--- src/rtl/mem_port_arbiter.sv ---
// rtl/mem_port_arbiter.sv - shares one single-port BRAM between CPU instruction and data ports
module mem_port_arbiter #(
    parameter int MEM_AW     = 12,
    parameter int MEM_LAT    = 1,
    parameter int STARVE_MAX = 4
) (
    input  logic              aclk,
    input  logic              areset,
    input  logic              inst_req,
    input  logic [31:0]       inst_addr,
    output logic              inst_ack,
    output logic [31:0]       inst_rdata,
    input  logic              data_req,
    input  logic [31:0]       data_addr,
    input  logic [31:0]       data_wdata,
    input  logic [3:0]        data_we,
    output logic              data_ack,
    output logic [31:0]       data_rdata,
    output logic              mem_en,
    output logic [3:0]        mem_we,
    output logic [MEM_AW-1:0] mem_addr,
    output logic [31:0]       mem_wdata,
    input  logic [31:0]       mem_rdata
);

    localparam int SW = (STARVE_MAX < 1) ? 1 : $clog2(STARVE_MAX + 1);

    typedef enum logic [1:0] {
        S_IDLE,
        S_ISSUE,
        S_WAIT,
        S_RESP
    } state_t;

    state_t            state_q, state_d;
    logic              sel_inst_q, sel_inst_d;
    logic [MEM_AW-1:0] addr_q, addr_d;
    logic [3:0]        we_q, we_d;
    logic [31:0]       wdata_q, wdata_d;
    logic [SW-1:0]     starve_q, starve_d;
    logic [2:0]        lat_q, lat_d;
    logic [31:0]       inst_rdata_q, inst_rdata_d;
    logic [31:0]       data_rdata_q, data_rdata_d;
    logic              grant_inst;

    // Byte-offset bits and bits above the BRAM window are dropped (address wraps).
    logic unused_addr_bits;
    assign unused_addr_bits = ^{inst_addr[31:MEM_AW+2], inst_addr[1:0],
                                data_addr[31:MEM_AW+2], data_addr[1:0]};

    assign grant_inst = inst_req && (!data_req || (starve_q == SW'(STARVE_MAX)));

    always_comb begin
        state_d      = state_q;
        sel_inst_d   = sel_inst_q;
        addr_d       = addr_q;
        we_d         = we_q;
        wdata_d      = wdata_q;
        starve_d     = starve_q;
        lat_d        = lat_q;
        inst_rdata_d = inst_rdata_q;
        data_rdata_d = data_rdata_q;
        case (state_q)
            S_IDLE: begin
                if (!inst_req) begin
                    starve_d = '0;
                end
                if (inst_req || data_req) begin
                    state_d    = S_ISSUE;
                    sel_inst_d = grant_inst;
                    if (grant_inst) begin
                        addr_d   = inst_addr[MEM_AW+1:2];
                        we_d     = 4'b0000;
                        wdata_d  = '0;
                        starve_d = '0;
                    end else begin
                        addr_d  = data_addr[MEM_AW+1:2];
                        we_d    = data_we;
                        wdata_d = data_wdata;
                        if (inst_req && (starve_q != SW'(STARVE_MAX))) begin
                            starve_d = starve_q + SW'(1);
                        end
                    end
                end
            end
            S_ISSUE: begin
                lat_d   = '0;
                state_d = (we_q != 4'b0000) ? S_RESP : S_WAIT;
            end
            S_WAIT: begin
                // Last wait cycle is exactly when the BRAM presents the read word.
                if (lat_q == 3'(MEM_LAT - 1)) begin
                    state_d = S_RESP;
                    if (sel_inst_q) begin
                        inst_rdata_d = mem_rdata;
                    end else begin
                        data_rdata_d = mem_rdata;
                    end
                end else begin
                    lat_d = lat_q + 3'd1;
                end
            end
            default: begin
                state_d = S_IDLE;
            end
        endcase
    end

    always_ff @(posedge aclk or posedge areset) begin
        if (areset) begin
            state_q      <= S_IDLE;
            sel_inst_q   <= 1'b0;
            addr_q       <= '0;
            we_q         <= 4'b0000;
            wdata_q      <= '0;
            starve_q     <= '0;
            lat_q        <= '0;
            inst_rdata_q <= '0;
            data_rdata_q <= '0;
        end else begin
            state_q      <= state_d;
            sel_inst_q   <= sel_inst_d;
            addr_q       <= addr_d;
            we_q         <= we_d;
            wdata_q      <= wdata_d;
            starve_q     <= starve_d;
            lat_q        <= lat_d;
            inst_rdata_q <= inst_rdata_d;
            data_rdata_q <= data_rdata_d;
        end
    end

    assign mem_en     = (state_q == S_ISSUE);
    assign mem_we     = mem_en ? we_q : 4'b0000;
    assign mem_addr   = addr_q;
    assign mem_wdata  = wdata_q;
    assign inst_ack   = (state_q == S_RESP) && sel_inst_q;
    assign data_ack   = (state_q == S_RESP) && !sel_inst_q;
    assign inst_rdata = inst_rdata_q;
    assign data_rdata = data_rdata_q;

endmodule

--- config.mk ---
export PLATFORM = sky130hd
export DESIGN_NAME = mem_port_arbiter
export DESIGN_NICKNAME = d
export VERILOG_FILES = /design/src/rtl/mem_port_arbiter.sv
export SDC_FILE = /design/constraint.sdc
export NUM_CORES = 1
export LEC_CHECK = 0
export CAP_MARGIN = 20
export CORE_MARGIN = 3
export CORE_UTILIZATION = 40
export DETAILED_ROUTE_END_ITERATION = 12
export GPL_TIMING_DRIVEN = 0
export HOLD_SLACK_MARGIN = 0.06
export PLACE_DENSITY = 0.9
export SYNTH_ARGS = -nofsm -noshare
export SYNTH_HDL_FRONTEND = slang
export SYNTH_SLANG_ARGS = --single-unit
--- constraint.sdc ---
create_clock -name aclk -period 4.4 [get_ports aclk]
set_input_delay 0.88 -clock aclk [delete_from_list [all_inputs] [get_ports aclk]]
set_output_delay 0.88 -clock aclk [all_outputs]
set_load 0.02 [all_outputs]
==> reports/qor.yml <==
logic_synthesis:
  synth_seq_area_share_pct: 63.3
  avgSynthCellArea_sq_um: 14.8
  ys_types: 31
  ys.flop_type: "dfrtp_1"
  synth-async-reset-ratio_pct: 100
  synth_compound_area_share_pct: 10.9
  netlist_instances: 322
  synth-simple-area-share_pct: 4.40
  synth.area.mux_share_pct: 16.2
  synth_fp_nets: 466
  synth_seq_cells: 121
  synthAdderAreaFrac_pct: 2.09
  synth_xor_area_share_pct: 0.183
  synth_area_sq_um: 4780
  synth_top_family_by_area: "multiplexers"
  synth-edff-count: 0
  yosysWarningCount: 0
power_and_ir_drop:
  vdd_drop_max_mv: 0.382
  leakage_uw: 0.00331
  power_density_nw_per_um2: 809
  seqPwrFrac_pct: 31.0
  power_uw: 6230
  p_comb_share_pct: 46.5
  internal-power_uw: 4060
  p_sw_share_pct: 34.8
  power_switching_uw: 2170
  p_clk_share_pct: 22.5
routing:
  drt_iter0_markers: 187
  wirelength_um: 12700
  vias_per_cell: 5.07
  dr_total_vias: 3593
  drc: 0
  firstDrtPassIters: 4
  detail_route.wl_per_cell_um: 17.9
  ant_nets: 0
cts:
  hold_buffers: 0
  cts_buffer_depth: 2
  cts_tree: "done"
  numCtsBuffers: 17
  clk_latency_ns: 0.41
  post_cts_buffers: 0
  htreeDepth: 4
  cts_resized: 0
  clk_pin_slew_worst_paths_ns: 0.06
  cts_root_buf: "clkbuf_16"
  cts.sinks: 121
critical_path:
  cp_top_family: "buffers and inverters"
  rr_worst_depth: 6
  setup.worst_path.start_class: "flip-flop"
  r2r-end: "data_rdata[8]"
  r2r-start: "lat_q[0]"
  cp.required_ns: 3.52
  critPathMaxFanout: 8
  cpPeakStageDelay_ns: 0.63
  cp-end-kind: "output port"
  critPathKind: "flip-flop to output port"
  arrival_ns: 2.01
  worst_path_max_delay_cell: "clkdlybuf4s50_1"
  critical_path.cell_chain: "inv_1 -> ha_1 -> and2_1 -> clkdlybuf4s50_1"
  path_buf_inv: 2
  reg2reg_setup_slack_ns: 2.40
global_route:
  antenna_found_initial: 0
  grt_usage_pct: 19.5
  grt_pass1_vias: 3924
  grt_pass1_wl_um: 20000
  grt_max_degree: 94
  grt_overflow: 0
sta:
  worst_pin_slew_ns: 0.461
  max_freq_ghz: 0.346
  rsz0062_at_grt: "false"
  slew_headroom_pct: 69.3
  hold_viol: 0
  fin_skew_ns: 0.00741
  fin_crit_sh_pct: 65.7
  fin_ws_ns: 1.51
  slew_viol_final: 0
  setup_viol: 0
  fin_crit_ns: 2.89
  fin_setup_tns_ns: 0
floorplan:
  dieArea_sq_um: 13300
  ios: 251
  core_sq_um: 11600
  start_util_pct: 41.3
  rows: 39
  die_height_um: 115
  die_w_um: 115
worst_hold_path:
  holdPathStages: 1
  min_to: "mem_wdata[8]"
  hold_path_class: "flip-flop to flip-flop"
  hp-start: "mem_wdata[8]"
placed_design:
  place.gp.congestion: 0.805
  dpl.hpwl_um: 9360
  numPortBuffers: 210
  place_ws_ns: 1.74
  dp.cells: 676
layout:
  final_cell_count_no_fill: 708
  layout_common_cells: "clkdlybuf4s50_1, dfrtp_1, mux2_2, a22o_1, clkbuf_16"
  area_delta_synth_final_pct: 61.1
  nets: 696
  layout-drive-gt1-share_pct: 21.1
  antenna_cells: 0
  mostFrequentLayoutCell: "clkdlybuf4s50_1"
outcome:
  outcome: "finished clean"
run:
  max-cap-violations: 0
==> power groups by stage <==
stage / Clock, uW / Sequential (uW) / Combinational, uW
4_1_cts: 1420 / 1940 / 2940
5_1_grt: 1480 / 2000 / 3080
3_5_place_dp: 0 / 1940 / 2930
2_1_floorplan: 0 / 2480 / 995
3_3_place_gp: 0 / 1920 / 2840
6_report: 1400 / 1930 / 2900
==> cell type report <==
type                    count  area [sq um]
plain buffers              18           108
repair buffers            211          2130
clock inverters            12           140
clock buffers              20           467
fillers                   862          3860
flip-flops and latches    121          3030
multi-input cells         175          1620
well taps                 143           179
inverters                   8          35.0
==> worst reg2reg max path, cell delays in order, from the launching register on <==
cell and delay, ns:
dfrtp_1 0.40, inv_1 0.10, ha_1 0.18, nor2b_4 0.22
nor3b_4 0.41, buf_6 0.22, mux2_2 0.35
==> state kept, by name, indices dropped and copies added (netlist names) <==
signal and count:
data_rdata 32, inst_rdata 32, lat_q 3, mem_addr 12, mem_wdata 32, sel_inst_q 1
starve_q 3, state_q 2, we_q 4
==> layer usage <==
layer	part of all wire, %	wire (um)	GRT usage, %
met3	8.7	1100	6.74
met4	1.7	211	7.67
met2	50	6280	32.5
met1	40	5090	23.2
met5	0	0	0
==> cell usage after synthesis, types with 2 or more instances <==
cell     count  area share, %
a22o_1      36            6.6
and2_0       8            1.0
inv_1        8           0.63
mux2i_1      3           0.63
a221o_1     12            2.5
mux2_2      66             16
nor2_1       3           0.24
a21oi_1      2           0.21
nand2_1      7           0.55
and2_1       9            1.2
buf_2       14            1.5
buf_6        3           0.71
dfrtp_1    121             63
nand3_1      3           0.31
ha_1         8            2.1
o21ai_0      4           0.42
==> logic make-up (layout without fill, tap and decap cells) <==
group / after synthesis / after routing
flip-flops: 121 / 121
AO/OA/AOI/OAI: 62 / 62
XOR/XNOR: 1 / 1
multiplexers: 69 / 69
adder cells (fa/ha/maj): 8 / 8
AND/OR/NAND/NOR: 35 / 35
buffers and inverters: 26 / 269
==> stage by stage <==
stage          instance area [sq um]  hold WS [ns]  utilization, %
2_1_floorplan                   4780         0.471               -
3_3_place_gp                    7060         0.487            61.1
3_5_place_dp                    7090         0.492            61.3
4_1_cts                         7700         0.504            66.6
5_1_grt                         7700         0.511            66.6
6_report                        7700         0.501            66.6
==> how the worst max path moves through the flow <==
stage | to | cells after the start | slack (ns) | from
2_1_floorplan | data_rdata[0] | 1 | 0.31 | areset
3_3_place_gp | mem_wdata[26] | 2 | -1.21 | areset
3_5_place_dp | mem_wdata[13] | 6 | 1.74 | data_req
4_1_cts | mem_we[3] | 4 | 1.47 | state_q[1]
5_1_grt | mem_we[3] | 4 | 1.40 | state_q[1]
6_report | mem_we[3] | 4 | 1.51 | state_q[1]
Power figures use the tool's default switching activity.
